## config.mk

```make
export PLATFORM = sky130hd
export DESIGN_NAME = harmonic_mixer_flat
export DESIGN_NICKNAME = d
export VERILOG_FILES = /design/src/rtl/harmonic_mixer_if.sv /design/src/rtl/harmonic_mixer.sv /design/src/flat_wrapper.sv
export SDC_FILE = /design/constraint.sdc
export NUM_CORES = 1
export LEC_CHECK = 0
export BUFFER_PORTS_ARGS = -buffer_cell sky130_fd_sc_hd__buf_2
export CAP_MARGIN = 20
export CORE_MARGIN = 2
export CORE_UTILIZATION = 30
export DETAILED_ROUTE_END_ITERATION = 12
export GPL_TIMING_DRIVEN = 0
export HOLD_SLACK_MARGIN = 0.05
export PLACE_DENSITY = 0.58
export SYNTH_ARGS = -nofsm -noshare
export SYNTH_HDL_FRONTEND = slang
export SYNTH_SLANG_ARGS = --single-unit
```

## constraint.sdc

```tcl
create_clock -name clk -period 4.33 [get_ports clk]
set_input_delay 0.2165 -clock clk [delete_from_list [all_inputs] [get_ports clk]]
set_output_delay 0.2165 -clock clk [all_outputs]
set_load 0.01 [all_outputs]
```

## src/rtl/harmonic_mixer_if.sv

```systemverilog
// Bundles the harmonic-stage samples, transport controls and codec-side mix outputs
// of harmonic_mixer into one port.
interface harmonic_mixer_if;
    logic               play_enable;
    logic               note_done;
    logic               generate_next_sample;
    logic [2:0]         harm_en;
    logic signed [15:0] harm0_in;
    logic signed [15:0] harm1_in;
    logic signed [15:0] harm2_in;
    logic               harm0_ready;
    logic               harm1_ready;
    logic               harm2_ready;
    logic signed [15:0] mix_out;
    logic               mix_ready;
    logic               timeout_err;
    logic               overrun;

    modport master (
        output play_enable, note_done, generate_next_sample, harm_en,
        output harm0_in, harm1_in, harm2_in, harm0_ready, harm1_ready, harm2_ready,
        input  mix_out, mix_ready, timeout_err, overrun
    );

    modport slave (
        input  play_enable, note_done, generate_next_sample, harm_en,
        input  harm0_in, harm1_in, harm2_in, harm0_ready, harm1_ready, harm2_ready,
        output mix_out, mix_ready, timeout_err, overrun
    );
endinterface

```

## src/rtl/harmonic_mixer.sv

```systemverilog
// Sums one sample from each enabled harmonic per codec request into a 16-bit mix sample.
// Define MIX_SATURATE_EN for the louder sum>>>1 mix with clamping; default is sum>>>2.
module harmonic_mixer #(
    parameter int TIMEOUT = 64,
    parameter int CNT_W   = 7
) (
    input logic             clk,
    input logic             reset,
    harmonic_mixer_if.slave bus
);

    // state   | meaning
    // IDLE    | waiting for generate_next_sample with play_enable high
    // COLLECT | latching harmonic samples until all enabled ones arrive or timeout
    // SUM     | registering the 18-bit sum of captured samples
    // OUTPUT  | publishing the scaled mix and pulsing mix_ready
    typedef enum logic [1:0] {IDLE, COLLECT, SUM, OUTPUT} state_t;

    state_t             state;
    state_t             state_next;
    logic [2:0]         got;
    logic [CNT_W-1:0]   cnt;
    logic signed [15:0] cap [3];
    logic signed [17:0] sum_r;
    logic               to_flag;

    logic signed [15:0] harm_in [3];
    logic signed [17:0] term [3];
    logic [2:0]         hit;
    logic               all_done;
    logic               expire;
    logic               abort;
    logic signed [15:0] mix_scaled;

    always_comb begin
        harm_in[0] = bus.harm0_in;
        harm_in[1] = bus.harm1_in;
        harm_in[2] = bus.harm2_in;
        hit        = {bus.harm2_ready, bus.harm1_ready, bus.harm0_ready} & bus.harm_en;
        all_done   = &(got | hit | ~bus.harm_en);
        expire     = (cnt == CNT_W'(TIMEOUT - 1));
        abort      = bus.note_done | ~bus.play_enable;
        for (int n = 0; n < 3; n++) begin
            term[n] = got[n] ? {{2{cap[n][15]}}, cap[n]} : '0;
        end
    end

`ifdef MIX_SATURATE_EN
    logic signed [17:0] half;

    always_comb begin
        half = sum_r >>> 1;
        if (half > 18'sd32767)
            mix_scaled = 16'sh7fff;
        else if (half < -18'sd32768)
            mix_scaled = 16'sh8000;
        else
            mix_scaled = half[15:0];
    end
`else
    // Three 16-bit samples quartered always fit, so the low 16 bits are exact.
    always_comb begin
        mix_scaled = 16'(sum_r >>> 2);
    end
`endif

    always_ff @(posedge clk or posedge reset) begin
        if (reset)
            state <= IDLE;
        else
            state <= state_next;
    end

    always_comb begin
        state_next = state;
        if (abort) begin
            state_next = IDLE;
        end else begin
            case (state)
                IDLE:    if (bus.generate_next_sample) state_next = COLLECT;
                COLLECT: if (all_done || expire) state_next = SUM;
                SUM:     state_next = OUTPUT;
                OUTPUT:  state_next = IDLE;
                default: state_next = IDLE;
            endcase
        end
    end

    always_ff @(posedge clk or posedge reset) begin
        if (reset) begin
            got             <= '0;
            cnt             <= '0;
            cap[0]          <= '0;
            cap[1]          <= '0;
            cap[2]          <= '0;
            sum_r           <= '0;
            to_flag         <= 1'b0;
            bus.mix_out     <= '0;
            bus.mix_ready   <= 1'b0;
            bus.timeout_err <= 1'b0;
            bus.overrun     <= 1'b0;
        end else begin
            bus.mix_ready   <= 1'b0;
            bus.timeout_err <= 1'b0;
            bus.overrun     <= bus.generate_next_sample && (state != IDLE);
            if (bus.note_done) begin
                bus.mix_out <= '0;
            end else if (bus.play_enable) begin
                case (state)
                    IDLE: begin
                        if (bus.generate_next_sample) begin
                            got     <= '0;
                            cnt     <= '0;
                            to_flag <= 1'b0;
                        end
                    end
                    COLLECT: begin
                        for (int n = 0; n < 3; n++) begin
                            if (hit[n]) begin
                                cap[n] <= harm_in[n];
                                got[n] <= 1'b1;
                            end
                        end
                        cnt     <= cnt + CNT_W'(1);
                        to_flag <= expire & ~all_done;
                    end
                    SUM: begin
                        sum_r <= term[0] + term[1] + term[2];
                    end
                    OUTPUT: begin
                        bus.mix_out     <= mix_scaled;
                        bus.mix_ready   <= 1'b1;
                        bus.timeout_err <= to_flag;
                    end
                    default: ;
                endcase
            end
        end
    end

endmodule

```

## src/flat_wrapper.sv

```systemverilog
// flat-port wrapper written by rule: the top's interface ports become plain ports
module harmonic_mixer_flat 
#(
    parameter int TIMEOUT = 64,
    parameter int CNT_W   = 7
)
  (clk, reset, bus_play_enable, bus_note_done, bus_generate_next_sample, bus_harm_en, bus_harm0_in, bus_harm1_in, bus_harm2_in, bus_harm0_ready, bus_harm1_ready, bus_harm2_ready, bus_mix_out, bus_mix_ready, bus_timeout_err, bus_overrun);
  harmonic_mixer_if bus_i ();
  input logic clk;
  input logic reset;
  input wire logic [$bits(bus_i.play_enable)-1:0] bus_play_enable;
  input wire logic [$bits(bus_i.note_done)-1:0] bus_note_done;
  input wire logic [$bits(bus_i.generate_next_sample)-1:0] bus_generate_next_sample;
  input wire logic [$bits(bus_i.harm_en)-1:0] bus_harm_en;
  input wire logic [$bits(bus_i.harm0_in)-1:0] bus_harm0_in;
  input wire logic [$bits(bus_i.harm1_in)-1:0] bus_harm1_in;
  input wire logic [$bits(bus_i.harm2_in)-1:0] bus_harm2_in;
  input wire logic [$bits(bus_i.harm0_ready)-1:0] bus_harm0_ready;
  input wire logic [$bits(bus_i.harm1_ready)-1:0] bus_harm1_ready;
  input wire logic [$bits(bus_i.harm2_ready)-1:0] bus_harm2_ready;
  output wire logic [$bits(bus_i.mix_out)-1:0] bus_mix_out;
  output wire logic [$bits(bus_i.mix_ready)-1:0] bus_mix_ready;
  output wire logic [$bits(bus_i.timeout_err)-1:0] bus_timeout_err;
  output wire logic [$bits(bus_i.overrun)-1:0] bus_overrun;
  assign bus_i.play_enable = bus_play_enable;
  assign bus_i.note_done = bus_note_done;
  assign bus_i.generate_next_sample = bus_generate_next_sample;
  assign bus_i.harm_en = bus_harm_en;
  assign bus_i.harm0_in = bus_harm0_in;
  assign bus_i.harm1_in = bus_harm1_in;
  assign bus_i.harm2_in = bus_harm2_in;
  assign bus_i.harm0_ready = bus_harm0_ready;
  assign bus_i.harm1_ready = bus_harm1_ready;
  assign bus_i.harm2_ready = bus_harm2_ready;
  assign bus_mix_out = bus_i.mix_out;
  assign bus_mix_ready = bus_i.mix_ready;
  assign bus_timeout_err = bus_i.timeout_err;
  assign bus_overrun = bus_i.overrun;
  harmonic_mixer #(.TIMEOUT(TIMEOUT), .CNT_W(CNT_W)) u_core (.clk(clk), .reset(reset), .bus(bus_i));
endmodule
```

* After elaboration in Yosys (flattened, before gate mapping)
Index checks and enable logic that the tools add are counted.
** Cells by class
- Eq/ne operators :: 10
- Mux-type cells :: 25
- Bitwise logic cells :: 9
- Add/subtract/negate cells :: 3
- Reduce and logical (&&, ||, !) cells :: 18
** Operators with widths (number)
- 2-to-1 mux 18 bit :: 3
- 2-to-1 mux 16 bit :: 3
- adder 18 bit :: 2
- AND reduction 4 bit :: 4
- AND reduction 5 bit :: 3
- one-hot mux 7 bit (2 select lines) :: 1
- 2-to-1 mux 1 bit :: 10
- one-hot mux 2 bit (4 select lines) :: 1
- nonzero test 2 bit :: 4
- adder 7 x 1 -> 7 bit, second input constant :: 1
- equality test 7 x 6 -> 1 bit, second input constant :: 1
- 2-to-1 mux 7 bit :: 1
- 2-to-1 mux 2 bit :: 3
- inequality test 2 x 1 -> 1 bit, second input constant :: 3
- OR 3 bit :: 2
- one-hot mux 3 bit (2 select lines) :: 1
- AND reduction 3 bit :: 2
- equality test 2 bit, second input constant :: 2
- AND reduction 2 bit :: 2
- AND 3 bit :: 1
- 2-to-1 mux 3 bit :: 1
- inequality test 3 x 1 -> 1 bit, second input constant :: 1
- inequality test 3 x 2 -> 1 bit, second input constant :: 1
- NOT 1 bit :: 3
- other kinds (9) :: 9
** Word-level totals
- Word-level logic and storage cells :: 79
- Bits in registers :: 98

* Depth between registers and ports, before layout
- Depth in word-level cells :: 8
- Depth in mapped cells :: 12
- Gate-level depth less buffers :: 11

* Least setup slack after synthesis
Ideal clock, no wire load.
- Kind :: register to register
- Start point :: reg u_core.got[2]
- End point :: reg u_core.sum_r[13]
- Buffers on the path :: 2
- Slack :: 1.146 ns
- Clock period less this slack :: 3.184 ns
- Stages on the path, launching flop included :: 13
- Arrival :: 3.048 ns
- Cell sequence :: dfrtp_1 > clkbuf_1 > clkbuf_1 > nand2_1 > fa_1 > inv_1 > fa_1 > a21o_1 > a21oi_1 > o2111ai_1 > a31oi_1 > xor2_1 > o21ai_0
** On the way
- Longest elaborated chain between the ends :: 2
** Ends and longest elaborated chain
- start, declared :: RTL line harmonic_mixer.sv:21 : logic [2:0] got;
- start signal, assigned :: RTL line harmonic_mixer.sv:91 : got <= '0;
- start signal, assigned :: RTL line harmonic_mixer.sv:112 : got <= '0;
- start signal, assigned by index :: RTL line harmonic_mixer.sv:121 : got[n] <= 1'b1;
- 2-to-1 mux 18 bit :: RTL line harmonic_mixer.sv:44 : term[n] = got[n] ? {{2{cap[n][15]}}, cap[n]} : '0;
- adder 18 bit :: RTL line harmonic_mixer.sv:128 : sum_r <= term[0] + term[1] + term[2];
- end signal, assigned :: RTL line harmonic_mixer.sv:128
- end, declared :: RTL line harmonic_mixer.sv:24 : logic signed [17:0] sum_r;
No other way between the ends.
A chain may end at the register's enable or synchronous reset.

* Worst setup path in the final report
Same ends and word-level chain as after synthesis.

==> impl_metrics.json <==
{
  "run_status": "completed",
  "die_w_um": 135.0,
  "critical_path_arrival_ns": 4.10,
  "critPathCapture": "u_core.sum_r[13]$_DFFE_PP0P_",
  "final_util_pct": 36.69,
  "worst_pin_slew_ns": 0.8581,
  "syn_inst": 477,
  "grt_start_max_net_pins": 53,
  "vias_per_cell": 4.638,
  "worst_setup_path_startpoint": "u_core.got[2]$_DFFE_PP0P_",
  "grt_usage_pct": 13.14,
  "reg2reg_depth": 12,
  "worstSkewPairLatency_ns": 0.34,
  "drc_errors": 0,
  "final_max_slew_viol_count": 0,
  "period_share_pct": 89.73,
  "first_iteration_detailed_routing_drc_count": 169,
  "io_buffers": 77,
  "post_cts.resized_instances": 0,
  "async_flop_share_pct": 100.0,
  "ctsHtreeMaxLevel": 3,
  "yosysWarnings": 0,
  "overflow": 0,
  "final-instance-count-excl-fill": 792,
  "yosysUniqueCellTypes": 49,
  "cp-end-kind": "flip-flop",
  "irDropWorstVdd_mv": 0.2111,
  "type_of_the_setup_path_with_the_least_slack": "flip-flop to flip-flop",
  "total_leakage_power_nw": 3.102,
  "report.final.setup_viol": 0,
  "timing.reg2reg.setup_slack_ns": 0.44,
  "cts_tree": "built",
  "std_cell_rows": 47,
  "synth_sequential_area_ratio_pct": 46.67,
  "clk_root_buffer_cell": "sky130_fd_sc_hd__clkbuf_16",
  "area_delta_synth_final_pct": 19.03,
  "core_region_area_um2": 16700,
  "register_bit_total_from_synthesis": 96,
  "num-nets-final": 663,
  "critPathLaunchType": "flip-flop",
  "postCtsSetupRepairBufs": 0,
  "place_area_um2": 5838,
  "synth-edff-count": 0,
  "first_pass_iters": 4,
  "dominantRegCellSynth": "sky130_fd_sc_hd__dfrtp_1",
  "synth_nets": 573,
  "rsz0062_at_grt": "false",
  "critPathRequiredTime_ns": 4.54,
  "drv_cap": 0,
  "slew_headroom_pct": 42.58,
  "skew_ns": 0.009908,
  "antenna_found_initial": 0,
  "hp-class": "input pin to flip-flop",
  "number_of_global_route_vias_before_repair": 3855,
  "clock_sinks": 96,
  "start_util_pct": 30.82,
  "tritoncts.num_buffers": 9,
  "hpwlAfterDp_mm": 9.050,
  "antenna_violating_nets_post_route": 0,
  "routedWlPerCell_um": 14.31,
  "cts_max_path_buffers": 2,
  "die_area_um2": 18220,
  "fin_hold_ws_ns": 0.1024,
  "dieHeight_um": 135.0,
  "setup_total_negative_slack_ns": 0,
  "final.min_clock_period_ns": 3.885,
  "via_count": 3673,
  "power_density_nw_per_um2": 347.3,
  "clock.fmax_ghz": 0.2574,
  "syn_area_um2": 5147,
  "clkSlewWorstSetupHoldPaths_ns": 0.07,
  "grt_pass1_wl_mm": 18.94,
  "routabilityCongestion": 0.7952,
  "crit_path_max_fanout": 10,
  "io_pins": 78,
  "synth_area_per_cell_um2": 10.79,
  "final_layout_size_suffix_gt1_share_pct": 26.92,
  "regToRegStartpoint": "u_core.got[2]$_DFFE_PP0P_",
  "antennaDiodeCount": 0,
  "design_area_um2": 6127,
  "worst_flop_to_flop_path_endpoint": "u_core.sum_r[13]$_DFFE_PP0P_",
  "numPlacedInstances": 775,
  "routed_wl_mm": 11.33,
  "timing_hold_violations_final": 0
}
-- worst min-delay path by stage --
stage	start	endpoint	cells past startpoint
3_5_place_dp	reset	u_core.cnt[1]$_DFFE_PP0P_	2
5_1_grt	bus_harm1_in[12]	u_core.cap[28]$_DFFE_PP0P_	2
2_1_floorplan	bus_generate_next_sample	u_core.bus.overrun$_DFF_PP0_	1
4_1_cts	bus_harm2_in[5]	u_core.cap[5]$_DFFE_PP0P_	2
3_3_place_gp	bus_harm2_in[7]	u_core.cap[7]$_DFFE_PP0P_	2
6_report	bus_harm2_in[5]	u_core.cap[5]$_DFFE_PP0P_	2
-- layer usage --
| metal | GRT usage [%] | share of wire [%] | vias to the layer above |
|---|---|---|---|
| li1 | - | - | 1824 |
| met1 | 17.60 | 49 | 1759 |
| met2 | 21.18 | 46 | 81 |
| met3 | 2.965 | 3.7 | 9 |
| met4 | 4.282 | 1.2 | 0 |
| met5 | 0 | 0 | - |
-- state kept, by name (all words and copies together), names as in the netlist --
| name | cells |
|---|---|
| u_core.cap | 48 |
| u_core.bus.overrun | 1 |
| u_core.sum_r | 16 |
| u_core.got | 3 |
| u_core.bus.timeout_err | 1 |
| u_core.bus.mix_out | 16 |
| u_core.to_flag | 1 |
| u_core.bus.mix_ready | 1 |
| u_core.cnt | 7 |
| u_core.state | 2 |
-- worst max-delay path, stage by stage (launching register included) --
cell                        delay (ns)
sky130_fd_sc_hd__dfrtp_1          0.33
sky130_fd_sc_hd__clkbuf_1         0.35
sky130_fd_sc_hd__clkbuf_1         0.47
sky130_fd_sc_hd__nand2_1          0.15
sky130_fd_sc_hd__fa_1             0.55
sky130_fd_sc_hd__inv_1            0.07
sky130_fd_sc_hd__fa_1             0.46
sky130_fd_sc_hd__a21o_1           0.17
sky130_fd_sc_hd__a21oi_1          0.33
sky130_fd_sc_hd__o2111ai_1        0.30
sky130_fd_sc_hd__a31oi_1          0.29
sky130_fd_sc_hd__xor2_1           0.18
sky130_fd_sc_hd__o21ai_0          0.09
-- kinds of logic (layout without fill, tap and decap cells) --
family / count (synthesis) / in the layout / synth area share (%)
flip-flops: 96 / 96 / 46.67
AO/OA/AOI/OAI: 84 / 84 / 11.74
multiplexers: 53 / 53 / 11.52
buffers and inverters: 52 / 147 / 4.084
adder cells (fa/ha/maj): 37 / 37 / 11.33
AND/OR/NAND/NOR: 145 / 145 / 12.96
XOR/XNOR: 10 / 10 / 1.702
-- synth_stat cells, drive strengths merged, types with 2 or more instances --
| library cell | instances | area [µm²] |
|---|---|---|
| o21ai | 16 | 83.83 |
| a22o | 21 | 183.9 |
| mux2i | 3 | 30.03 |
| dfrtp | 96 | 2402 |
| fa | 16 | 320.3 |
| a31o | 2 | 17.52 |
| nor3b | 6 | 56.31 |
| buf | 4 | 30.03 |
| nand3 | 7 | 35.03 |
| and2 | 10 | 62.56 |
| nand2 | 78 | 292.8 |
| nor2b | 2 | 12.51 |
| a211oi | 2 | 15.01 |
| nor3 | 9 | 45.04 |
| a21o | 6 | 45.04 |
| inv | 34 | 127.6 |
| ha | 21 | 262.8 |
| nand2b | 3 | 18.77 |
| mux2 | 50 | 563.0 |
| o211ai | 3 | 22.52 |
| o21bai | 3 | 26.27 |
| a31oi | 5 | 31.28 |
| clkbuf | 14 | 52.55 |
| xnor2 | 3 | 26.28 |
| a2111oi | 2 | 17.52 |
| o2111ai | 2 | 17.52 |
| and3 | 4 | 25.02 |
| xor2 | 7 | 61.31 |
| nor2 | 19 | 71.32 |
| a21oi | 12 | 60.06 |
| o21a | 3 | 22.52 |
-- layout make-up --
cell class,instances,area [µm²]
buffer,18,82.58
clock buffer,9,225.2
clock inverter,7,53.80
fill,1704,10570
inverter,34,130.1
multi-input combinational,329,2535
sequential,96,2402
tap,220,275.3
timing repair buffer,79,422.9
-- stage by stage --
stage / power, mW / setup slack (ns)
CTS: 2.155 / 0.4521
floorplan: 1.290 / 1.146
global placement: 1.385 / 0.5503
detailed placement: 1.405 / 0.4816
global route: 2.252 / 0.1076
finish: 2.128 / 0.4447
-- power breakdown --
part,leakage [nW],internal [mW],switching (mW),total (mW)
Combinational,1.67,0.155,0.187,0.342
Sequential,1.30,0.991,0.0515,1.04
Clock,0.128,0.393,0.351,0.744
-- cells in the final DEF (no fill, tap or decap), types with 3 or more instances in the layout --
cell	count
sky130_fd_sc_hd__nor2_1	19
sky130_fd_sc_hd__buf_2	77
sky130_fd_sc_hd__clkinvlp_4	3
sky130_fd_sc_hd__a22o_1	21
sky130_fd_sc_hd__nor3b_1	5
sky130_fd_sc_hd__clkbuf_16	9
sky130_fd_sc_hd__fa_1	16
sky130_fd_sc_hd__a21oi_1	12
sky130_fd_sc_hd__xnor2_1	3
sky130_fd_sc_hd__dfrtp_1	96
sky130_fd_sc_hd__inv_1	33
sky130_fd_sc_hd__a31oi_1	5
sky130_fd_sc_hd__a21o_1	6
sky130_fd_sc_hd__and3_1	4
sky130_fd_sc_hd__buf_4	4
sky130_fd_sc_hd__mux2_2	50
sky130_fd_sc_hd__o211ai_1	3
sky130_fd_sc_hd__nand2b_1	3
sky130_fd_sc_hd__nor3_1	9
sky130_fd_sc_hd__xor2_1	7
sky130_fd_sc_hd__nand2_1	78
sky130_fd_sc_hd__mux2i_1	3
sky130_fd_sc_hd__clkbuf_1	14
sky130_fd_sc_hd__nand3_1	7
sky130_fd_sc_hd__o21a_1	3
sky130_fd_sc_hd__o21ai_0	15
sky130_fd_sc_hd__and2_1	10
sky130_fd_sc_hd__ha_1	21
-- repair_timing --
action	CTS	global route
endpoints found under the setup margin	0	0
hold buffers	1	0
endpoints found under the hold margin	44	0
No activity file was read; power rests on OpenSTA's default activity.
